===== src/rtl/seq_mac_alu_pkg.sv =====
// seq_mac_alu shared definitions.
// Operation codes, FSM states and default width.
package seq_mac_alu_pkg;

    localparam int DATA_WIDTH_DEF = 32;

    localparam logic [3:0] OP_AND      = 4'b0000;
    localparam logic [3:0] OP_OR       = 4'b0001;
    localparam logic [3:0] OP_NOR      = 4'b0010;
    localparam logic [3:0] OP_ADD      = 4'b0011;
    localparam logic [3:0] OP_SUB      = 4'b0100;
    localparam logic [3:0] OP_INC      = 4'b1111;
    localparam logic [3:0] OP_MULTPLUS = 4'b1010;
    localparam logic [3:0] OP_DEFAULT  = 4'b1001;

    typedef enum logic [1:0] {
        ST_IDLE = 2'd0,
        ST_MUL  = 2'd1,
        ST_FIN  = 2'd2
    } state_e;

endpackage


===== src/rtl/seq_mac_alu_if.sv =====
// seq_mac_alu request/result bundle.
// master drives the request, slave is the ALU.
interface seq_mac_alu_if #(
    parameter int DATA_WIDTH = 32
);
    logic                  start;
    logic [3:0]            ALUOperation;
    logic [DATA_WIDTH-1:0] A;
    logic [DATA_WIDTH-1:0] B;
    logic [DATA_WIDTH-1:0] ALUResult;
    logic                  Zero;
    logic                  busy;
    logic                  done;

    modport master (
        output start, ALUOperation, A, B,
        input  ALUResult, Zero, busy, done
    );

    modport slave (
        input  start, ALUOperation, A, B,
        output ALUResult, Zero, busy, done
    );
endinterface


===== src/rtl/seq_mac_alu_shift_add_multiplier.sv =====
// Shift-add multiplier, one multiplier bit per cycle.
// done_o marks the cycle of the final iteration.
module shift_add_multiplier #(
    parameter int DATA_WIDTH = 32,
    parameter int MUL_CYCLES = DATA_WIDTH
) (
    input  logic                  clk,
    input  logic                  reset,
    input  logic                  start_i,
    input  logic [DATA_WIDTH-1:0] a_i,
    input  logic [DATA_WIDTH-1:0] b_i,
    output logic                  done_o,
    output logic [DATA_WIDTH-1:0] product_o
);
    localparam int CW = $clog2(MUL_CYCLES + 1);

    logic [DATA_WIDTH-1:0] mcand_q, mcand_d;
    logic [DATA_WIDTH-1:0] mplier_q, mplier_d;
    logic [DATA_WIDTH-1:0] prod_q, prod_d;
    logic [CW-1:0]         cnt_q, cnt_d;
    logic                  run_q, run_d;

    assign done_o    = run_q && (cnt_q == CW'(MUL_CYCLES - 1));
    assign product_o = prod_q;

    // Latch operands on start, then add-and-shift each cycle.
    always_comb begin
        mcand_d  = mcand_q;
        mplier_d = mplier_q;
        prod_d   = prod_q;
        cnt_d    = cnt_q;
        run_d    = run_q;
        if (start_i) begin
            mcand_d  = a_i;
            mplier_d = b_i;
            prod_d   = '0;
            cnt_d    = '0;
            run_d    = 1'b1;
        end else if (run_q) begin
            if (mplier_q[0]) begin
                prod_d = prod_q + mcand_q;
            end
            mcand_d  = mcand_q << 1;
            mplier_d = mplier_q >> 1;
            cnt_d    = cnt_q + CW'(1);
            if (done_o) begin
                run_d = 1'b0;
            end
        end
    end

    // Iteration state registers.
    always_ff @(posedge clk) begin
        if (reset) begin
            mcand_q  <= '0;
            mplier_q <= '0;
            prod_q   <= '0;
            cnt_q    <= '0;
            run_q    <= 1'b0;
        end else begin
            mcand_q  <= mcand_d;
            mplier_q <= mplier_d;
            prod_q   <= prod_d;
            cnt_q    <= cnt_d;
            run_q    <= run_d;
        end
    end

endmodule


===== src/rtl/seq_mac_alu.sv =====
// Execute-stage ALU with multi-cycle multiply-accumulate.
// Accumulator survives across MULTPLUS ops until reset.
module seq_mac_alu
    import seq_mac_alu_pkg::*;
#(
    parameter int DATA_WIDTH = DATA_WIDTH_DEF,
    parameter int MUL_CYCLES = DATA_WIDTH
) (
    input  logic         clk,
    input  logic         reset,
    seq_mac_alu_if.slave bus
);
    state_e                state_q, state_d;
    logic [DATA_WIDTH-1:0] result_q, result_d;
    logic [DATA_WIDTH-1:0] acc_q, acc_d;
    logic                  zero_q, zero_d;
    logic                  done_q, done_d;
    logic [DATA_WIDTH-1:0] op_res;
    logic [DATA_WIDTH-1:0] mac_sum;
    logic [DATA_WIDTH-1:0] mul_prod;
    logic                  mul_start;
    logic                  mul_last;

    shift_add_multiplier #(
        .DATA_WIDTH (DATA_WIDTH),
        .MUL_CYCLES (MUL_CYCLES)
    ) u_mul (
        .clk       (clk),
        .reset     (reset),
        .start_i   (mul_start),
        .a_i       (bus.A),
        .b_i       (bus.B),
        .done_o    (mul_last),
        .product_o (mul_prod)
    );

    assign mac_sum = acc_q + mul_prod;

    // Single-cycle operation mux.
    always_comb begin
        op_res = '0;
        unique case (bus.ALUOperation)
            OP_AND:     op_res = bus.A & bus.B;
            OP_OR:      op_res = bus.A | bus.B;
            OP_NOR:     op_res = ~(bus.A | bus.B);
            OP_ADD:     op_res = bus.A + bus.B;
            OP_SUB:     op_res = bus.A - bus.B;
            OP_INC:     op_res = bus.A + DATA_WIDTH'(1);
            OP_DEFAULT: op_res = '0;
            default:    op_res = '0;
        endcase
    end

    // Next state, result and accumulator updates.
    always_comb begin
        state_d   = state_q;
        result_d  = result_q;
        zero_d    = zero_q;
        acc_d     = acc_q;
        done_d    = 1'b0;
        mul_start = 1'b0;
        unique case (state_q)
            ST_IDLE: begin
                if (bus.start) begin
                    if (bus.ALUOperation == OP_MULTPLUS) begin
                        mul_start = 1'b1;
                        state_d   = ST_MUL;
                    end else begin
                        result_d = op_res;
                        zero_d   = (op_res == '0);
                        done_d   = 1'b1;
                    end
                end
            end
            ST_MUL: begin
                if (mul_last) begin
                    state_d = ST_FIN;
                end
            end
            ST_FIN: begin
                acc_d    = mac_sum;
                result_d = mac_sum;
                zero_d   = (mac_sum == '0);
                done_d   = 1'b1;
                state_d  = ST_IDLE;
            end
            default: state_d = ST_IDLE;
        endcase
    end

    // State and output registers.
    always_ff @(posedge clk) begin
        if (reset) begin
            state_q  <= ST_IDLE;
            result_q <= '0;
            zero_q   <= 1'b1;
            acc_q    <= '0;
            done_q   <= 1'b0;
        end else begin
            state_q  <= state_d;
            result_q <= result_d;
            zero_q   <= zero_d;
            acc_q    <= acc_d;
            done_q   <= done_d;
        end
    end

    assign bus.ALUResult = result_q;
    assign bus.Zero      = zero_q;
    assign bus.done      = done_q;
    assign bus.busy      = (state_q != ST_IDLE);

endmodule


===== src/flat_wrapper.sv =====
// flat-port wrapper written by rule: the top's interface ports become plain ports
module seq_mac_alu_flat import seq_mac_alu_pkg::*;
#(
    parameter int DATA_WIDTH = DATA_WIDTH_DEF,
    parameter int MUL_CYCLES = DATA_WIDTH
)
  (clk, reset, bus_start, bus_ALUOperation, bus_A, bus_B, bus_ALUResult, bus_Zero, bus_busy, bus_done);
  seq_mac_alu_if #(.DATA_WIDTH(DATA_WIDTH)) bus_i ();
  input  logic clk;
  input  logic reset;
  input wire logic [$bits(bus_i.start)-1:0] bus_start;
  input wire logic [$bits(bus_i.ALUOperation)-1:0] bus_ALUOperation;
  input wire logic [$bits(bus_i.A)-1:0] bus_A;
  input wire logic [$bits(bus_i.B)-1:0] bus_B;
  output wire logic [$bits(bus_i.ALUResult)-1:0] bus_ALUResult;
  output wire logic [$bits(bus_i.Zero)-1:0] bus_Zero;
  output wire logic [$bits(bus_i.busy)-1:0] bus_busy;
  output wire logic [$bits(bus_i.done)-1:0] bus_done;
  assign bus_i.start = bus_start;
  assign bus_i.ALUOperation = bus_ALUOperation;
  assign bus_i.A = bus_A;
  assign bus_i.B = bus_B;
  assign bus_ALUResult = bus_i.ALUResult;
  assign bus_Zero = bus_i.Zero;
  assign bus_busy = bus_i.busy;
  assign bus_done = bus_i.done;
  seq_mac_alu #(.DATA_WIDTH(DATA_WIDTH), .MUL_CYCLES(MUL_CYCLES)) u_core (.clk(clk), .reset(reset), .bus(bus_i));
endmodule

===== config.mk =====
export PLATFORM = sky130hd
export DESIGN_NAME = seq_mac_alu_flat
export DESIGN_NICKNAME = d
export VERILOG_FILES = /design/src/rtl/seq_mac_alu_pkg.sv /design/src/rtl/seq_mac_alu_if.sv /design/src/rtl/seq_mac_alu_shift_add_multiplier.sv /design/src/rtl/seq_mac_alu.sv /design/src/flat_wrapper.sv
export SDC_FILE = /design/constraint.sdc
export NUM_CORES = 1
export LEC_CHECK = 0
export CAP_MARGIN = 30
export CORE_UTILIZATION = 61
export DETAILED_ROUTE_END_ITERATION = 12
export PLACE_DENSITY = 0.85
export SETUP_SLACK_MARGIN = 0.4
export SKIP_CTS_REPAIR_TIMING = 1
export SYNTH_ARGS = -nofsm -noshare
export SYNTH_HDL_FRONTEND = slang
export SYNTH_SLANG_ARGS = --single-unit

===== constraint.sdc =====
create_clock -name clk -period 10.95 [get_ports clk]
set_input_delay 2.19 -clock clk [delete_from_list [all_inputs] [get_ports clk]]
set_output_delay 2.19 -clock clk [all_outputs]
set_load 0.005 [all_outputs]

==> impl_metrics.csv, run 1 <==
group,metric,value,unit
sta,setup_viol,0,
power_and_ir_drop,pwr-share-comb,0.221,
final_layout,area_growth,12.1,%
yosys,synth_area,13900,um^2
clock_tree,cts_buffer_depth,2,
power_and_ir_drop,internal_power,0.00108,W
sta,worst_pin_slew,1.02,ns
yosys,synthTopCellsByArea,"dfxtp_1 25%, ha_1 9.1%, a21oi_1 7.2%",
final_layout,final_layout_size_suffix_gt1_frac,0.0404,
yosys,yosysTopAreaCell,"dfxtp_1",
power_and_ir_drop,p_total,0.00159,W
routing,route.detailed.drc,0,
clock_tree,clock_latency,0.44,ns
yosys,ys_types,90,
power_and_ir_drop,seqPwrFrac,0.405,
grt,grt_pass1_wl,69.2,mm
critical_path,path_class,"in -> reg",
clock_tree,clk_pin_slew_worst_paths,0.07,ns
floorplanning,die_x,153,um
sta,finalMaxSlewViolations,0,
critical_path,worstSetupEndpointType,"flip-flop",
routing,finalWirelength,44.0,mm
routing,via_per_inst,6.61,
yosys,ys.flop_type,"dfxtp_1",
final_layout,final_util,0.705,
worst_hold_path,hold_path_class,"reg -> reg",
floorplanning,die_h,153,um
sta,skew,0.0159,ns
sta,hold_viol,0,
clock_tree,cts_buffers,17,
power_and_ir_drop,peakVddDrop,0.104,mV
routing,first_pass_iters,8,
critical_path,startpoint_type,"input pin",
floorplanning,num_rows,54,
placement,hpwl,33.9,mm
yosys,syn_inst,1838,
status,status,"finished clean",
grt,track_usage,0.373,
grt,gr-total-overflow,0,
grt,grt_max_degree,96,
routing,final_antenna_net_count,0,
final_layout,fin_nets,2046,
yosys,synth.top_cells.by_count,"218 x nand2_1, 205 x nor2_1, 198 x a21oi_1, 171 x dfxtp_1, 101 x ha_1",
floorplanning,dieArea,23300,um^2
critical_path,worstPathArrival,7.55,ns
routing,wl_per_cell,20.3,um
power_and_ir_drop,switching_power,0.000512,W
grt,grt_antenna_before_repair,0,
sta,min_period,7.19,ns
sta,rsz0062_at_grt,"false",
final_layout,diodes,0,
floorplanning,fp.coreArea,22000,um^2
sta,fmax,0.139,GHz
critical_path,critPathRequiredTime,11.31,ns
power_and_ir_drop,swShare,0.322,
yosys,synth_top_cell_area_share,0.247,
clock_tree,htreeDepth,4,
sta,slew_headroom,0.322,
sta,min_period_over_period,0.657,
power_and_ir_drop,leakagePower,5.91,nW
yosys,synth_most_common_cell,"nand2_1",
power_and_ir_drop,clockPowerShare,0.374,
placement,port_buffers,105,
yosys,seq_area_frac_synth,0.247,
yosys,async_flop_share,0,
yosys,ys_warn_count,0,
routing,drt-initial-drc-count,1386,
floorplanning,io_pins,106,
sta,whs,0.461,ns
yosys,synth_nets,2013,
critical_path,critical_path.max_fanout,16,
final_layout,final_cells,2163,
clock_tree,ctsRootBufferMaster,"clkbuf_16",
grt,grt_pass1_vias,13200,
yosys,synth.avg_cell_area,7.54,um^2
flow_run,drv_cap,0,
yosys,ys_ff_latch,171,
clock_tree,cts_tree,"built",
clock_tree,cts_sinks,171,
floorplanning,initial_utilization,0.629,
placement,place_congestion,0.972,
yosys,synth_edf_count,0,
sta,setup-tns-final,0,ns
routing,route.vias.total,14300,
power_and_ir_drop,powerDensity,103,nW/um^2
placement,dp.cells,2132,
-- layout by cell type, fill, tap and decap left out, types with 5 or more instances in the layout --
| master | n |
|---|---|
| o31ai_1 | 18 |
| nand2b_1 | 14 |
| and2_1 | 8 |
| o22ai_1 | 7 |
| nor3_1 | 50 |
| nor2b_1 | 10 |
| nand2_1 | 218 |
| nand4_1 | 12 |
| nor4_1 | 12 |
| xor2_1 | 31 |
| a211o_1 | 7 |
| buf_4 | 17 |
| or4_1 | 5 |
| nand3b_1 | 9 |
| a21o_1 | 34 |
| o21a_1 | 18 |
| inv_6 | 6 |
| ha_1 | 101 |
| o21ai_1 | 18 |
| nor2_1 | 203 |
| a31oi_1 | 27 |
| and4_1 | 5 |
| nand3_1 | 38 |
| o2111ai_1 | 5 |
| o21bai_1 | 13 |
| maj3_1 | 24 |
| a21oi_1 | 198 |
| clkdlybuf4s50_1 | 104 |
| dfxtp_1 | 170 |
| clkbuf_16 | 17 |
| a211oi_1 | 81 |
| xnor2_1 | 58 |
| or3_1 | 20 |
| o211ai_1 | 11 |
| o21ai_0 | 57 |
| inv_1 | 42 |
| mux2i_1 | 69 |
| o211a_1 | 5 |
| and3_1 | 18 |
| a22oi_1 | 16 |
-- per-stage QoR --
step                      worst slack (ns)  area (um^2)
final                                 3.76        15500
after floorplan                       4.07        13900
after global placement                3.44        14900
after CTS                             3.91        15500
after detailed placement              3.53        15000
after global routing                  3.47        15500
-- flip-flops by register name (all words and copies together), names as in the netlist --
register	count
u_core.u_mul.product_o	32
u_core.bus.done	1
u_core.u_mul.mplier_q	32
u_core.u_mul.run_q	1
u_core.bus.Zero	1
u_core.bus.ALUResult	32
u_core.state_q	2
u_core.u_mul.mcand_q	32
u_core.u_mul.cnt_q	6
u_core.acc_q	32
-- final cells by class --
| class | count | area (um^2) |
|---|---|---|
| Clock buffer | 18 | 439 |
| Clock inverter | 13 | 126 |
| Fill cell | 1813 | 6500 |
| Inverter | 44 | 165 |
| Multi-Input combinational cell | 1514 | 9810 |
| Sequential cell | 171 | 3430 |
| Tap cell | 280 | 350 |
| Timing Repair Buffer | 123 | 1210 |
-- logic make-up (layout without fill, tap and decap cells) --
| family | Yosys count | in the layout | synth area share |
|---|---|---|---|
| AOI/OAI and AO/OA | 575 | 575 | 0.268 |
| buffers and inverters | 153 | 198 | 0.0473 |
| xor gates and xnor gates | 89 | 89 | 0.0563 |
| adders and majority gates | 128 | 128 | 0.113 |
| and+or+nand+nor | 653 | 653 | 0.219 |
| muxes | 69 | 69 | 0.0499 |
| DFF | 171 | 171 | 0.247 |
-- final timing paths --
| check | startpoint | end | slack, ns | depth (start not counted) |
|---|---|---|---|---|
| worst min-delay path | u_core.acc_q[20] | u_core.acc_q[20] | 0.46 | 2 |
| worst max-delay path | bus_ALUOperation[1] | u_core.bus.Zero | 3.76 | 19 |
| worst max register to register | u_core.u_mul.product_o[0] | u_core.bus.Zero | 6.66 | 14 |
| worst min register to register | u_core.acc_q[20] | u_core.acc_q[20] | 0.46 | 2 |
-- critical path, stage by stage --
cell             delay, ns
clkdlybuf4s50_1       0.83
nand2_1               0.26
nor2_2                0.57
buf_6                 0.25
nor2_1                0.06
a22o_1                0.22
inv_1                 0.08
fa_1                  0.21
nor2b_1               0.07
o31a_1                0.29
a311oi_1              0.77
o31ai_1               0.26
a21oi_1               0.23
mux2i_1               0.12
a2111oi_0             0.38
nor4b_1               0.38
and4_1                0.25
nand2_1               0.05
nand3_1               0.07
-- metal layers --
metal | GRT usage | up-vias | share of wire
met4 | 0.155 | 0 | 0.039
li1 | - | 6817 | -
met1 | 0.491 | 6704 | 0.42
met2 | 0.609 | 686 | 0.45
met5 | 0 | - | 0
met3 | 0.0529 | 89 | 0.082
-- power groups by stage --
| stage | logic [W] | registers, W | clock network (W) |
|---|---|---|---|
| after detailed placement | 0.000340 | 0.000658 | 0 |
| final | 0.000353 | 0.000644 | 0.000595 |
| after floorplan | 0.000223 | 0.000655 | 0 |
| after global routing | 0.000380 | 0.000645 | 0.000621 |
| after CTS | 0.000342 | 0.000644 | 0.000595 |
| after global placement | 0.000337 | 0.000658 | 0 |
Power figures use the tool's default switching activity.
==> run 2, diff against run 1 <==
Settings changed: CORE_UTILIZATION 61 to 60, PLACE_DENSITY 0.85 to 0.84.
Clock period 10.95 ns to 6.7 ns, I/O delays scaled along.
==> run 2 against run 1 <==
- clock-buffer cell count grew 2
- critical endpoint unchanged
- clock power grew 68%
- via count grew 1.1%
- critical path depth grew 3
- largest cell class unchanged
==> impl_metrics.csv, run 2 (same netlist as run 1, synthesis figures left out) <==
group,metric,value,unit
floorplanning,initial_utilization,0.612,
floorplanning,io_pins,106,
routing,drt-initial-drc-count,1519,
final_layout,final_cells,2181,
sta,rsz0062_at_grt,"false",
sta,setup-tns-final,0,ns
final_layout,final_cell_mix,"218 x nand2_1, 200 x nor2_1, 198 x a21oi_1",
grt,grt_antenna_before_repair,0,
sta,min_period_over_period,0.907,
grt,grt_max_degree,100,
floorplanning,fp.coreArea,22600,um^2
routing,finalWirelength,45.5,mm
grt,track_usage,0.382,
routing,via_per_inst,6.63,
clock_tree,cts_buffers,17,
sta,fmax,0.165,GHz
final_layout,multi_input_area,9840,um^2
critical_path,worstSetupEndpointType,"flip-flop",
clock_tree,clk_pin_slew_worst_paths,0.07,ns
sta,slew_headroom,0.303,
routing,wl_per_cell,20.8,um
routing,route.detailed.drc,0,
clock_tree,cts_buffer_depth,2,
critical_path,path_class,"in -> reg",
routing,first_pass_iters,7,
clock_tree,htreeDepth,4,
sta,hold_viol,0,
sta,min_period,6.08,ns
grt,gr-total-overflow,0,
placement,dp.cells,2149,
flow_run,drv_cap,0,
final_layout,area_growth,13.1,%
routing,route.vias.total,14500,
clock_tree,clock_latency,0.44,ns
power_and_ir_drop,peakVddDrop,0.147,mV
placement,hpwl,35.0,mm
clock_tree,cts_tree,"built",
clock_tree,cts_sinks,171,
routing,final_antenna_net_count,0,
placement,place_congestion,1.03,
placement,port_buffers,105,
sta,setup_viol,0,
floorplanning,dieArea,23700,um^2
final_layout,layout_commonest_cell,"nand2_1",
sta,finalMaxSlewViolations,0,
floorplanning,num_rows,55,
final_layout,diodes,0,
critical_path,critPathRequiredTime,7.08,ns
status,status,"finished clean",
final_layout,fin_nets,2058,
power_and_ir_drop,powerDensity,170,nW/um^2
final_layout,seqCellArea,3430,um^2
grt,grt_pass1_wl,70.9,mm
critical_path,startpoint_type,"input pin",
final_layout,final_util,0.692,
floorplanning,die_h,154,um
worst_hold_path,hold_path_class,"reg -> reg",
grt,grt_pass1_vias,13000,
power_and_ir_drop,leakagePower,5.97,nW
sta,skew,0.00852,ns
sta,worst_pin_slew,1.05,ns
clock_tree,ctsRootBufferMaster,"clkbuf_16",
critical_path,critical_path.max_fanout,7,
critical_path,worstPathArrival,6.46,ns
floorplanning,die_x,154,um
final_layout,final.fill_count,1893,
final_layout,final_layout_size_suffix_gt1_frac,0.0496,
-- run 2: cell count changes in the layout (fill, tap and decap cells not counted), moves of 2 or more --
cell and delta:
clkinv_2 -2, nor2_1 -3, buf_4 +13, inv_6 -2, nor2_2 +3, clkinvlp_4 +2
-- run 2: worst paths after layout --
path	to	slack, ns	depth (start not counted)	from
worst max-delay path	u_core.bus.Zero	0.62	22	bus_B[4]
worst min-delay path	u_core.acc_q[30]	0.46	2	u_core.acc_q[30]
worst max register to register	u_core.bus.Zero	2.65	14	u_core.u_mul.product_o[0]
worst min register to register	u_core.acc_q[30]	0.46	2	u_core.acc_q[30]
-- run 2: metal layers --
metal | up-vias | GRT usage | part of all wire
met5 | - | 0 | 0
met4 | 0 | 0.189 | 0.050
met3 | 133 | 0.0445 | 0.083
met2 | 743 | 0.626 | 0.45
met1 | 6738 | 0.497 | 0.41
li1 | 6841 | - | -
-- run 2: final cells by class --
type,count,share of cell area
multi-input combinational,1514,0.628
clock buffer,20,0.0299
clock inverter,12,0.00783
tap,285,0.0228
sequential,171,0.219
inverter,44,0.0105
timing repair buffer,135,0.0821
-- run 2: report_power, final --
group,internal [W],leakage [nW],switching [W]
clock,0.000525,0.283,0.000479
sequential,0.00104,1.38,0.0000196
combinational,0.000237,4.31,0.000364
-- run 2: worst max-delay path, cell delays in order --
cell,delay [ns]
clkdlybuf4s50_1,0.52
or3_1,0.50
or3_1,0.39
nor2_1,0.09
nand2_1,0.11
nor2_2,0.17
nand2_1,0.19
nand2_1,0.13
xor2_1,0.14
nor2_1,0.06
ha_1,0.39
a21oi_1,0.19
o21ai_0,0.18
o211ai_1,0.22
o211a_1,0.25
a21oi_1,0.13
o31a_1,0.29
or3_1,0.31
a32o_1,0.28
a2111oi_2,0.39
nand2_1,0.11
nand3_1,0.08
-- run 2: per-stage QoR --
stage / cell area (um^2) / setup slack (ns) / hold WS [ns] / power [W]
6_report: 15700 / 0.622 / 0.461 / 0.00266
5_1_grt: 15700 / 0.438 / 0.476 / 0.00275
4_1_cts: 15600 / 0.710 / 0.461 / 0.00264
3_5_place_dp: 15000 / 0.270 / 0.452 / 0.00165
3_3_place_gp: 15000 / 0.382 / 0.445 / 0.00165
2_1_floorplan: 13900 / 0.670 / 0.440 / 0.00144
